**config.mk**
```make
export PLATFORM = sky130hd
export DESIGN_NAME = uart_frame_assembler_flat
export DESIGN_NICKNAME = d
export VERILOG_FILES = /design/src/rtl/uart_frame_pkg.sv /design/src/rtl/uart_frame_assembler_if.sv /design/src/rtl/uart_frame_timer.sv /design/src/rtl/uart_frame_assembler.sv /design/src/flat_wrapper.sv
export SDC_FILE = /design/constraint.sdc
export NUM_CORES = 1
export LEC_CHECK = 0
export ABC_CLOCK_PERIOD_IN_PS = 1600
export CORE_UTILIZATION = 47
export CTS_CLUSTER_DIAMETER = 30
export DETAILED_ROUTE_END_ITERATION = 8
export MAX_ROUTING_LAYER = met4
export PLACE_DENSITY_LB_ADDON = 0.2
export SYNTH_ARGS = -nofsm -noshare
export SYNTH_HDL_FRONTEND = slang
export SYNTH_SLANG_ARGS = --single-unit
export TNS_END_PERCENT = 30
```
**constraint.sdc**
```tcl
create_clock -name clk -period 1.6 [get_ports clk]
set_input_delay 0.32 -clock clk [delete_from_list [all_inputs] [get_ports clk]]
set_output_delay 0.32 -clock clk [all_outputs]
set_load 0.03 [all_outputs]
```
**src/rtl/uart_frame_pkg.sv**
```systemverilog
// rtl/uart_frame_pkg.sv - shared types and sizing helpers for the UART frame assembler
package uart_frame_pkg;

  typedef enum logic [1:0] {
    FA_IDLE    = 2'd0,
    FA_COLLECT = 2'd1
  } fa_state_t;

  function automatic int frame_bytes(input int nops, input int opb);
    return 1 + nops * opb;
  endfunction

  function automatic int idx_width(input int n);
    return (n <= 2) ? 1 : $clog2(n);
  endfunction

endpackage

```
**src/rtl/uart_frame_assembler_if.sv**
```systemverilog
// rtl/uart_frame_assembler_if.sv - byte input and frame output bundle of the frame assembler
interface uart_frame_assembler_if #(
  parameter int NUM_OPERANDS  = 2,
  parameter int OPERAND_BYTES = 1
);
  localparam int OPW = 8 * OPERAND_BYTES;

  logic                        rx_valid;
  logic [7:0]                  rx_data;
  logic [7:0]                  opcode;
  logic [NUM_OPERANDS*OPW-1:0] operands;
  logic                        frame_valid;
  logic                        frame_ready;
  logic                        busy;
  logic                        overrun;
  logic                        timeout_err;

  modport master (
    input  rx_valid, rx_data, frame_ready,
    output opcode, operands, frame_valid, busy, overrun, timeout_err
  );

  modport slave (
    output rx_valid, rx_data, frame_ready,
    input  opcode, operands, frame_valid, busy, overrun, timeout_err
  );
endinterface

```
**src/rtl/uart_frame_timer.sv**
```systemverilog
// rtl/uart_frame_timer.sv - inter-byte idle counter; pulses expire after TIMEOUT_CYCLES idle cycles
module uart_frame_timer #(
  parameter int TIMEOUT_CYCLES = 50000
) (
  input  logic clk,
  input  logic reset,
  input  logic i_clear,
  input  logic i_run,
  output logic o_expire
);

  generate
    if (TIMEOUT_CYCLES == 0) begin : g_off
      assign o_expire = 1'b0;
    end else begin : g_on
      localparam int TW = $clog2(TIMEOUT_CYCLES + 1);
      localparam logic [TW-1:0] LIMIT = TW'(TIMEOUT_CYCLES - 1);

      logic [TW-1:0] r_count;
      logic          w_hit;

      // A clear (new byte) in the expiry cycle wins, so that byte is never lost.
      assign w_hit    = i_run && !i_clear && (r_count == LIMIT);
      assign o_expire = w_hit;

      always_ff @(posedge clk) begin
        if (reset || i_clear || w_hit) begin
          r_count <= '0;
        end else if (i_run && (r_count != '1)) begin
          r_count <= r_count + TW'(1);
        end
      end
    end
  endgenerate

endmodule

```
**src/rtl/uart_frame_assembler.sv**
```systemverilog
// rtl/uart_frame_assembler.sv - packs UART bytes into opcode+operand frames with valid/ready output
module uart_frame_assembler
  import uart_frame_pkg::*;
#(
  parameter int NUM_OPERANDS   = 2,
  parameter int OPERAND_BYTES  = 1,
  parameter int TIMEOUT_CYCLES = 50000
) (
  input  logic                   clk,
  input  logic                   reset,
  uart_frame_assembler_if.master fa
);

  localparam int OPW         = 8 * OPERAND_BYTES;
  localparam int OPS_W       = NUM_OPERANDS * OPW;
  localparam int FRAME_BYTES = frame_bytes(NUM_OPERANDS, OPERAND_BYTES);
  localparam int IDX_W       = idx_width(FRAME_BYTES);
  localparam int LAST_LANE   = (NUM_OPERANDS - 1) * OPERAND_BYTES;
  localparam logic [IDX_W-1:0] LAST_IDX = IDX_W'(FRAME_BYTES - 1);

  fa_state_t        r_state, w_state_next;
  logic [IDX_W-1:0] r_byte_idx, w_byte_idx_next;
  logic [7:0]       r_shadow_op;
  logic [OPS_W-1:0] r_shadow_opnd, w_frame_opnd;
  logic [7:0]       r_opcode;
  logic [OPS_W-1:0] r_operands;
  logic             r_frame_valid, r_overrun, r_timeout_err;
  logic             w_last, w_out_free, w_load, w_expire, w_timer_clear, w_timer_run;

  assign w_last        = fa.rx_valid && (r_byte_idx == LAST_IDX);
  assign w_out_free    = !r_frame_valid || fa.frame_ready;
  assign w_load        = w_last && w_out_free;
  assign w_timer_clear = fa.rx_valid || (r_state == FA_IDLE);

  always_comb begin
    w_byte_idx_next = r_byte_idx;
    if (w_expire) begin
      w_byte_idx_next = '0;
    end else if (fa.rx_valid) begin
      w_byte_idx_next = w_last ? '0 : r_byte_idx + IDX_W'(1);
    end
  end

  always_ff @(posedge clk) begin
    if (reset) begin
      r_state    <= FA_IDLE;
      r_byte_idx <= '0;
    end else begin
      r_state    <= w_state_next;
      r_byte_idx <= w_byte_idx_next;
    end
  end

  always_comb begin
    w_state_next = (w_byte_idx_next != '0) ? FA_COLLECT : FA_IDLE;
  end

  always_comb begin
    fa.busy     = (r_state == FA_COLLECT);
    w_timer_run = (r_state == FA_COLLECT);
  end

  // Operands are big-endian inside, but operand 0 sits at the low end of the bus.
  always_ff @(posedge clk) begin
    if (reset) begin
      r_shadow_op   <= '0;
      r_shadow_opnd <= '0;
    end else if (fa.rx_valid) begin
      if (r_byte_idx == '0) begin
        r_shadow_op <= fa.rx_data;
      end
      for (int k = 0; k < NUM_OPERANDS * OPERAND_BYTES; k++) begin
        if (r_byte_idx == IDX_W'(k + 1)) begin
          r_shadow_opnd[((k / OPERAND_BYTES) * OPERAND_BYTES
                         + (OPERAND_BYTES - 1 - (k % OPERAND_BYTES))) * 8 +: 8] <= fa.rx_data;
        end
      end
    end
  end

  always_comb begin
    w_frame_opnd                     = r_shadow_opnd;
    w_frame_opnd[LAST_LANE*8 +: 8]   = fa.rx_data;
  end

  always_ff @(posedge clk) begin
    if (reset) begin
      r_opcode      <= '0;
      r_operands    <= '0;
      r_frame_valid <= 1'b0;
      r_overrun     <= 1'b0;
      r_timeout_err <= 1'b0;
    end else begin
      r_overrun     <= w_last && !w_out_free;
      r_timeout_err <= w_expire;
      if (w_load) begin
        r_opcode      <= r_shadow_op;
        r_operands    <= w_frame_opnd;
        r_frame_valid <= 1'b1;
      end else if (r_frame_valid && fa.frame_ready) begin
        r_frame_valid <= 1'b0;
      end
    end
  end

  assign fa.opcode      = r_opcode;
  assign fa.operands    = r_operands;
  assign fa.frame_valid = r_frame_valid;
  assign fa.overrun     = r_overrun;
  assign fa.timeout_err = r_timeout_err;

  uart_frame_timer #(
    .TIMEOUT_CYCLES(TIMEOUT_CYCLES)
  ) u_timer (
    .clk     (clk),
    .reset   (reset),
    .i_clear (w_timer_clear),
    .i_run   (w_timer_run),
    .o_expire(w_expire)
  );

endmodule

```
**src/flat_wrapper.sv**
```systemverilog
// flat-port wrapper written by rule: the top's interface ports become plain ports
module uart_frame_assembler_flat import uart_frame_pkg::*;
#(
  parameter int NUM_OPERANDS   = 2,
  parameter int OPERAND_BYTES  = 1,
  parameter int TIMEOUT_CYCLES = 50000
)
  (clk, reset, fa_rx_valid, fa_rx_data, fa_frame_ready, fa_opcode, fa_operands, fa_frame_valid, fa_busy, fa_overrun, fa_timeout_err);
  uart_frame_assembler_if #(.NUM_OPERANDS(NUM_OPERANDS), .OPERAND_BYTES(OPERAND_BYTES)) fa_i ();
  input  logic clk;
  input  logic reset;
  input wire logic [$bits(fa_i.rx_valid)-1:0] fa_rx_valid;
  input wire logic [$bits(fa_i.rx_data)-1:0] fa_rx_data;
  input wire logic [$bits(fa_i.frame_ready)-1:0] fa_frame_ready;
  output wire logic [$bits(fa_i.opcode)-1:0] fa_opcode;
  output wire logic [$bits(fa_i.operands)-1:0] fa_operands;
  output wire logic [$bits(fa_i.frame_valid)-1:0] fa_frame_valid;
  output wire logic [$bits(fa_i.busy)-1:0] fa_busy;
  output wire logic [$bits(fa_i.overrun)-1:0] fa_overrun;
  output wire logic [$bits(fa_i.timeout_err)-1:0] fa_timeout_err;
  assign fa_i.rx_valid = fa_rx_valid;
  assign fa_i.rx_data = fa_rx_data;
  assign fa_i.frame_ready = fa_frame_ready;
  assign fa_opcode = fa_i.opcode;
  assign fa_operands = fa_i.operands;
  assign fa_frame_valid = fa_i.frame_valid;
  assign fa_busy = fa_i.busy;
  assign fa_overrun = fa_i.overrun;
  assign fa_timeout_err = fa_i.timeout_err;
  uart_frame_assembler #(.NUM_OPERANDS(NUM_OPERANDS), .OPERAND_BYTES(OPERAND_BYTES), .TIMEOUT_CYCLES(TIMEOUT_CYCLES)) u_core (.clk(clk), .reset(reset), .fa(fa_i));
endmodule
```
==> results.tsv, run 1 <==
metric	value	unit
Worst-Margin Slew	366	ps
VDD IR-drop max	0.547	mV
Post-Route Setup TNS	0	ps
Chip Width	74.8	µm
critical path capture point type	register	
NetSw	762	µW
Finish-stage setup viols	0	
crit path launch type	register	
Post-CTS Setup Repair Bufs	0	
RSZ-0062 raised after global routing	true	
outcome	finished clean	
largest net degree at the start of global routing	26	
Final Cell Area	3420	µm²
sequential share of power	50.0	%
Fmax	641	MHz
IO buf count	39	
Lkg Pwr	1.41	nW
share of layout cells above drive strength 1	20.6	%
Synth cell types	45	
# fillers	454	
P&R area growth vs syn	37.2	%
Arr. time, crit path	1840	ps
All-Layer GR Usage	22.4	%
part of the power in the clock network	43.7	%
drt first pass iters	4	
H-tree depth reported by CTS	3	
Placer Congestion	0.827	
fin nets	372	
Final Slew Violations	0	
clock sinks	62	
num rows	26	
cell area after synthesis	2490	µm²
dpl cell area	3180	µm²
PwrDens	933	nW/µm²
syn nets	305	
vias in the first global route	1973	
FF+latch area	1250	µm²
Max Cap Violations	0	
post-synthesis instance total	292	
Sw Share	23.9	%
HP Class	reg -> reg	
register bit total from synthesis	62	
IO Count	40	
Critical Path RT	1880	ps
register area share after synthesis	49.8	%
post-route ant nets	0	
minimum clock period	1560	ps
area of the multi-input gates	1230	µm²
worst clock skew	9.48	ps
initial antenna violation count	0	
internal power	2.43	mW
Core ar.	5110	µm²
clk_lat worst skew	350	ps
YS warnings	0	
effective utilization at floorplan	48.8	%
final WL	5.69	mm
clk root buf	clkbuf_8	
CTS buffer count	9	
# diodes	0	
Clock Pin Slew Worst Setup and Hold Paths	70	ps
critical-path maximum fanout	7	
Die H	74.8	µm
maximum clock insertion buffer count	2	
CP Class	reg -> reg	
Vias/cell	5.21	
gr ovfl total	0	
Final Hold Vio Count	0	
hold-fix buffer count after cts	0	
DRT iter0 DRCs	131	
vias	2262	
Slew headroom	75.3	%
combinational fraction of design power	6.3	%
syn_area_per_cell	8.53	µm²
TritonCTS clock tree	yes	
DR WL/cell	13.1	µm
Remaining DRCs	0	
first-pass GRT wire length	9.01	mm
Final Cycle Share	97.5	%
Detailed Place HPWL	3.73	mm
Die Area	5590	µm²
logic make-up after synthesis:
family | share of synthesized area [%]
muxes | 4.02
AOI/OAI and AO/OA | 12.8
adders and majority gates | 0.502
DFF | 49.8
buffers and inverters | 3.12
and+or+nand+nor | 29.3
xor gates and xnor gates | 0.352
flip-flops by register name, summed over array words and instances (netlist names):
signal / flops
u_core.fa.frame_valid: 1
u_core.fa.opcode: 8
u_core.fa.operands: 16
u_core.fa.overrun: 1
u_core.fa.timeout_err: 1
u_core.r_byte_idx: 2
u_core.r_shadow_op: 8
u_core.r_shadow_opnd: 8
u_core.r_state: 1
u_core.u_timer.g_on.r_count: 16
cells in the mapped netlist (all sizes together):
master	n	share of area (%)
o41ai	2	0.70
xor2	1	0.35
nand3b	3	0.90
nand3	8	1.6
and3	2	0.55
clkbuf	14	2.2
or4b	1	0.55
a21oi	43	8.8
ha	1	0.50
and2	1	0.25
and4	3	1.2
nor3	10	2.5
nand4	6	2.4
and3b	1	0.35
nand2	70	11
inv	2	0.30
and4bb	1	0.50
a31oi	2	0.50
dfxtp	62	50
o21ai	3	0.60
nor2b	1	0.25
nor4b	1	0.35
a211oi	2	0.60
or3	3	0.75
nor3b	1	0.30
o21bai	1	0.30
o31ai	2	0.60
nand2b	4	1.0
a311oi	2	0.70
mux2i	10	4.0
buf	2	0.65
nor4	2	1.1
nand4b	1	0.35
or4	2	0.60
nor2	22	3.3
layout by cell type, fill, tap and decap left out, types with 3 or more instances in the layout:
master	n
nand2_1	70
dfxtp_1	55
a21oi_1	40
buf_4	30
dlygate4sd2_1	28
nor2_1	22
clkdlybuf4s50_1	11
mux2i_1	10
clkbuf_8	10
nor3_1	9
dfxtp_2	7
nand3_1	6
nand4_1	4
nand2b_1	4
nand3b_1	3
a21oi_2	3
o21ai_0	3
buf_12	3
power groups by stage:
stage	Combinational, mW	Sequential, mW	Clock, mW
after detailed placement	0.202	1.63	0
final	0.201	1.59	1.39
after CTS	0.200	1.59	1.42
after floorplan	0.0946	1.64	0
after global routing	0.219	1.60	1.49
after global placement	0.199	1.63	0
per-layer routing:
| metal | vias up | routed length (µm) | global-route usage [%] |
|---|---|---|---|
| li1 | 1155 | - | - |
| met3 | 8 | 256 | 8.43 |
| met4 | 0 | 66 | 6.92 |
| met1 | 1054 | 2830 | 29.8 |
| met5 | - | 0 | - |
| met2 | 45 | 2540 | 31.5 |
worst max-delay path: stages (launching register included):
cell	delay [ps]
dfxtp_2	330
buf_4	100
and4_4	220
nand4_4	160
or4b_4	540
a21oi_2	130
worst paths after layout:
path                                       start                              end  slack, ps  depth (start not counted)
setup reg to reg  u_core.u_timer.g_on.r_count[1]  u_core.u_timer.g_on.r_count[13]         40                          5
setup / recovery  u_core.u_timer.g_on.r_count[1]  u_core.u_timer.g_on.r_count[13]         40                          5
hold reg to reg            u_core.fa.operands[1]            u_core.fa.operands[1]        450                          2
hold / removal             u_core.fa.operands[1]            u_core.fa.operands[1]        450                          2
final cells by class:
cell class | count | area share, %
Clock inverter | 5 | 1.72
Inverter | 2 | 0.220
Tap cell | 70 | 2.56
Multi-Input combinational cell | 212 | 36.0
Sequential cell | 62 | 36.6
Clock buffer | 11 | 4.14
Timing Repair Buffer | 72 | 18.8
timing repair:
action                                  4_1_cts  5_1_grt
endpoints found under the setup margin       32       19
pin swaps                                     0        1
resized for setup                            30       16
through the flow:
stage | total power [mW] | cells | util (%) | hold WS [ps] | setup WS [ps]
3_3_place_gp | 1.83 | 418 | 62.3 | 436 | -87.5
6_report | 3.19 | 434 | 66.9 | 452 | 39.7
4_1_cts | 3.21 | 434 | 65.8 | 453 | -25.7
5_1_grt | 3.31 | 434 | 66.9 | 472 | -34.6
2_1_floorplan | 1.73 | 292 | - | 432 | 13.5
3_5_place_dp | 1.83 | 418 | 62.3 | 444 | -141
(Power assumes the default switching activity.)
==> run 2, diff against run 1 <==
Settings changed: CORE_UTILIZATION 47 to 49, CTS_CLUSTER_DIAMETER 30 to not set, PLACE_DENSITY set to 0.73, PLACE_DENSITY_LB_ADDON 0.2 to not set, SYNTH_HIERARCHICAL set to 1.
==> results.tsv, run 2 <==
metric	value	unit	change
violated checks	setup timing		
DRT iter0 DRCs	145		+11%
Final Slew Violations	0		unchanged
Tot Pwr	3.14	mW	-1.5%
Post-synth EDFFs	0		unchanged
initial antenna violation count	0		unchanged
IO Count	40		unchanged
top cell type's share of synthesized area	44.3	%	-5.5 points
RSZ-0062 raised after global routing	true		
placed cells	409		-2.2%
# diodes	0		unchanged
Final Hold Vio Count	0		unchanged
All-Layer GR Usage	22.1	%	-0.36 points
top_reg_cell synth	dfxtp_1		
Die Area	6020	µm²	+7.6%
Post-Route Setup TNS	-32.5	ps	-32.5 ps
CP Class	reg -> reg		
final WL	5.96	mm	+4.9%
reg-to-reg setup timing slack	-30	ps	-70 ps
most frequent cell after synthesis	dfxtp_1		
CTS buffer count	9		unchanged
Lkg Pwr	1.54	nW	+8.9%
ranking of synthesized cells by area	dfxtp_1 44%, mux2i_1 15%, nand2b_1 11%		
effective utilization at floorplan	50.8	%	+2.1 points
P&R area growth vs syn	34.4	%	
Layout Cells excl Fill	426		-1.8%
vias in the first global route	2098		+6.3%
hold-fix buffer count after cts	0		unchanged
clk_lat worst skew	320	ps	-30 ps
gr ovfl total	0		unchanged
post-synthesis instance total	277		-5.1%
clk root buf	clkbuf_8		
maximum clock insertion buffer count	2		unchanged
post-route ant nets	0		unchanged
largest net degree at the start of global routing	57		+120%
crit path launch type	register		
post-synth top area cell	dfxtp_1		
cell area after synthesis	2800	µm²	+12%
Max Cap Violations	0		unchanged
Finish-stage setup viols	2		+2
asr flop ratio synth	0	%	unchanged
Chip Width	77.6	µm	+3.7%
most common cell after layout, fill and taps aside	dfxtp_1		
Final Cycle Share	102	%	+4.2 points
syn nets	290		-4.9%
setup ws final	-28.0	ps	-67.7 ps
critical-path maximum fanout	4		-3
outcome	complete, but fails checks		
IO buf count	39		unchanged
Core ar.	5510	µm²	+7.8%
register bit total from synthesis	62		unchanged
H-tree depth reported by CTS	3		unchanged
Worst-Margin Slew	420	ps	+54.1 ps
top post-synthesis cells by count	62 x dfxtp_1, 48 x nand2b_1, 41 x mux2i_1		
VDD IR-drop max	0.452	mV	-17%
HP Class	in -> reg		
Placer Congestion	0.869		+5.1%
syn_area_per_cell	10.1	µm²	+18%
Die H	77.6	µm	+3.7%
minimum clock period	1630	ps	+67.7 ps
Clock Pin Slew Worst Setup and Hold Paths	70	ps	about the same
Arr. time, crit path	1830	ps	about the same
clock sinks	62		unchanged
YS warnings	6		+6
Remaining DRCs	0		unchanged
critical path capture point type	register		
dpl ws	-319	ps	-178 ps
Detailed Place HPWL	3.90	mm	+4.5%
register area share after synthesis	44.3	%	-5.5 points
drt first pass iters	4		unchanged
# fillers	438		-3.5%
TritonCTS clock tree	yes		
num rows	27		+3.8%
Slew headroom	72.0	%	-3.3 points
vias	2242		-0.88%
first-pass GRT wire length	10.1	mm	+12%
PwrDens	835	nW/µm²	-11%
share of layout cells above drive strength 1	25.7	%	+5.1 points
Vias/cell	5.26		+0.98%
worst clock skew	11.6	ps	+2.16 ps
DR WL/cell	14.0	µm	+6.8%
most frequent cells in the layout	50 x dfxtp_1, 48 x nand2b_1, 41 x mux2i_1, 30 x buf_4, 28 x dlygate4sd2_1		
Critical Path RT	1800	ps	-80 ps
fin nets	362		-2.7%
Fmax	614	MHz	-4.2%
Synth cell types	43		-4.4%
## run 2: cell count changes after synthesis, sizes merged, moves of 3 or more
cell,delta
a21oi,-32
nand2,-59
buf,+6
nor4,+4
nor2b,+3
nand3,-4
nand2b,+45
or4,+3
mux2i,+31
nor2,+5
o31ai,+4
clkbuf,-9
nor3,-5
## run 2: area by class of cell
type                    instances  area [µm²]  area share [%]
inverters                       1        3.75          0.0998
well taps                      72        90.1            2.40
clock inverters                 4        26.3           0.699
multi-input cells             201        1560            41.4
repair buffers                 74         652            17.3
clock buffers                  12         166            4.42
flip-flops and latches         62        1270            33.7
## run 2: cell families after synthesis
group / after synthesis / share of synthesized area (%)
AOI/OAI and AO/OA: 30 / 8.49
xor gates and xnor gates: 1 / 0.313
adders and majority gates: 1 / 0.447
buffers and inverters: 14 / 3.71
DFF: 62 / 44.3
muxes: 41 / 14.7
and+or+nand+nor: 128 / 28.0
## run 2: worst max-delay path: stages (launching register included)
cell      delay, ps
dfxtp_4         380
ha_4            170
nand4_4         120
or3_4           420
a311oi_1        290
a211oi_1        130
## run 2: timing repair
item                       CTS  global route
resized for setup           32            30
setup endpoints to repair   35            20
buffers inserted             0             1
pin swaps                    0            11
## run 2: stage by stage
step / hold WS (ps) / cell area, µm² / util, %
final: 384 / 3760 / 68.3
after global routing: 391 / 3760 / 68.3
after CTS: 367 / 3650 / 66.2
after global placement: 458 / 3470 / 63.1
after floorplan: 451 / 2820 / -
after detailed placement: 463 / 3470 / 63.1
## run 2: where the power goes
group	switching, mW	total [mW]	internal [mW]
clock network	0.597	1.30	0.700
registers	0.0269	1.60	1.57
logic	0.119	0.246	0.127
## run 2: path summary, 6_finish.rpt
check                                                     from                         endpoint  cells after the start
worst max register to register  u_core/u_timer/g_on.r_count[0]  u_core/u_timer/g_on.r_count[12]                      5
worst min register to register           u_core/fa.operands[5]            u_core/fa.operands[5]                      2
worst min-delay path                                     reset                u_core/r_state[0]                      3
worst max-delay path            u_core/u_timer/g_on.r_count[0]  u_core/u_timer/g_on.r_count[12]                      5
## run 2: per-layer routing
layer	vias to the layer above	routed length [µm]	global-route usage, %
met1	1070	2860	29.2
met4	0	27	10.2
met5	-	0	-
met2	47	2750	31.8
met3	2	316	5.18
li1	1123	-	-
==> run 3, diff against run 2 <==
Settings changed: CORE_UTILIZATION 49 to 35, PLACE_DENSITY 0.73 to 0.54.
==> results.tsv, run 3 (same netlist as run 2, synthesis figures left out) <==
metric	value	unit	change
outcome	complete, but fails checks		
violated checks	setup timing		
CP Class	reg -> reg		
post-route ant nets	0		unchanged
reg2reg end	u_core/u_timer/g_on.r_count[10]		
setup ws final	-22.2	ps	+5.82 ps
CTS buffer count	9		unchanged
Arr. time, crit path	1890	ps	+60 ps
DR WL/cell	13.8	µm	-1.4%
P&R area growth vs syn	37.1	%	
Vias/cell	4.89		-7.1%
fin nets	360		-0.55%
worst clock skew	7.01	ps	-4.63 ps
most frequent cells in the layout	53 x dfxtp_1, 48 x nand2b_1, 41 x mux2i_1		
Clock Pin Slew Worst Setup and Hold Paths	70	ps	about the same
share of layout cells above drive strength 1	24.7	%	-0.99 points
maximum clock insertion buffer count	2		unchanged
max incr delay on CP	410	ps	about the same
clk root buf	clkbuf_8		
PwrDens	888	nW/µm²	+6.4%
IO buf count	39		unchanged
crit path cell chain	ha_4 -> nand4_4 -> or3_4 -> or3_1 -> a21oi_1		
hold slack	433	ps	+49.6 ps
All-Layer GR Usage	16.2	%	-5.9 points
Remaining DRCs	0		unchanged
dpl cell area	3520	µm²	+1.4%
Slew headroom	76.3	%	+4.3 points
min-delay src	reset		
clk_lat worst skew	340	ps	+20 ps
Final Cell Area	3840	µm²	+2.0%
DRT iter0 DRCs	100		-31%
critical path capture point type	register		
Final Cycle Share	101	%	-0.36 points
largest net degree at the start of global routing	71		+25%
RSZ-0062 raised after global routing	true		
Bufs and invs on worst path	0		unchanged
TritonCTS clock tree	yes		
Fmax	616	MHz	+0.36%
start of the worst register-to-register path	u_core/u_timer/g_on.r_count[1]		
vias	2220		-0.98%
hold endpoint	u_core/fa.timeout_err		
VDD IR-drop max	0.598	mV	+32%
Critical Path RT	1870	ps	+70 ps
initial antenna violation count	0		unchanged
HP Class	in -> reg		
# fillers	766		+75%
final WL	6.27	mm	+5.1%
minimum clock period	1620	ps	-5.82 ps
H-tree depth reported by CTS	3		unchanged
Post-Route Setup TNS	-32.7	ps	-0.223 ps
Worst-Margin Slew	355	ps	-65.4 ps
crit path launch type	register		
# diodes	0		unchanged
Detailed Place HPWL	4.13	mm	+6.0%
critical-path maximum fanout	4		unchanged
Placer Congestion	0.796		-8.4%
Core ar.	7730	µm²	+40%
Final Hold Vio Count	0		unchanged
Tot Pwr	3.41	mW	+8.5%
Chip Width	91.4	µm	+18%
reg-to-reg setup timing slack	-20	ps	about the same
first-pass GRT wire length	10.3	mm	+2.3%
most common cell after layout, fill and taps aside	dfxtp_1		
Finish-stage setup viols	2		unchanged
FF-to-FF path depth	5		unchanged
hold-fix buffer count after cts	0		unchanged
hold depth	3		unchanged
effective utilization at floorplan	36.2	%	-15 points
num rows	32		+19%
Lkg Pwr	1.55	nW	+0.55%
Final Slew Violations	0		unchanged
dpl ws	-302	ps	+16.2 ps
IO Count	40		unchanged
gr ovfl total	0		unchanged
clock sinks	62		unchanged
CP delay by family, top	simple AND/OR/NAND/NOR gates		
Die H	91.4	µm	+18%
Crit-path slowest cell	or3_4		
drt first pass iters	4		unchanged
Max Cap Violations	0		unchanged
vias in the first global route	2110		+0.57%
Die Area	8360	µm²	+39%
run 3: cell types whose count changed in the layout (fill, tap and decap cells not counted), sizes merged:
cell           before  now
clkinvlp            1    0
clkinv              2    3
dlygate4sd2        28   27
inv                 2    1
clkbuf             12   11
bufinv              0    2
clkdlybuf4s15       0    1
buf                36   34
run 3: worst reg2reg max path: cells and delay by family (launching register included):
kind	cells	cell delay, ps
AO/OA/AOI/OAI	1	140
adder cells (fa/ha/maj)	1	170
AND/OR/NAND/NOR	3	870
flip-flops	1	370
run 3: how the worst max path moves through the flow:
stage	startpoint	end	slack, ps	cells past startpoint
3_5_place_dp	fa_rx_valid	u_core/u_timer/g_on.r_count[5]	-300	8
2_1_floorplan	u_core/u_timer/g_on.r_count[1]	u_core/u_timer/g_on.r_count[10]	-1	5
3_3_place_gp	fa_rx_valid	u_core/u_timer/g_on.r_count[3]	-260	8
5_1_grt	u_core/r_state[0]	u_core/u_timer/g_on.r_count[4]	-80	6
4_1_cts	u_core/u_timer/g_on.r_count[1]	u_core/u_timer/g_on.r_count[10]	-6	5
6_report	u_core/u_timer/g_on.r_count[1]	u_core/u_timer/g_on.r_count[10]	-20	5
run 3: metrics by stage:
step           instances  utilization, %
2_1_floorplan        277               -
3_3_place_gp         437            45.6
3_5_place_dp         437            45.6
4_1_cts              453            48.3
5_1_grt              454            49.7
6_report             454            49.7
run 3: per-layer routing:
| metal | track usage, % | part of all wire, % | wire length, µm | vias up |
|---|---|---|---|---|
| li1 | - | - | - | 1118 |
| met1 | 20.9 | 50 | 3150 | 1040 |
| met2 | 22.7 | 43 | 2700 | 49 |
| met3 | 5.11 | 4.7 | 292 | 13 |
| met4 | 7.67 | 2.0 | 128 | 0 |
| met5 | - | 0 | 0 | - |
run 3: power breakdown:
group | internal, mW | switching, mW | leakage [nW] | total, mW
clock network | 0.923 | 0.623 | 0.113 | 1.55
registers | 1.57 | 0.0252 | 0.507 | 1.60
logic | 0.139 | 0.125 | 0.926 | 0.265
run 3: repair_timing:
item | in CTS | in global routing
hold endpoints to repair | 0 | 0
endpoints found under the setup margin | 39 | 21
setup buffers | 0 | 1
gates resized for setup | 35 | 24
pin swaps | 1 | 6
run 3: final cells by class:
class	instances	area, µm²	share of cell area, %
multi-input cells	201	1560	40.7
flip-flops and latches	62	1260	32.8
repair buffers	72	659	17.2
clock buffers	11	141	3.68
well taps	102	128	3.33
clock inverters	5	82.6	2.15
inverters	1	3.75	0.0978
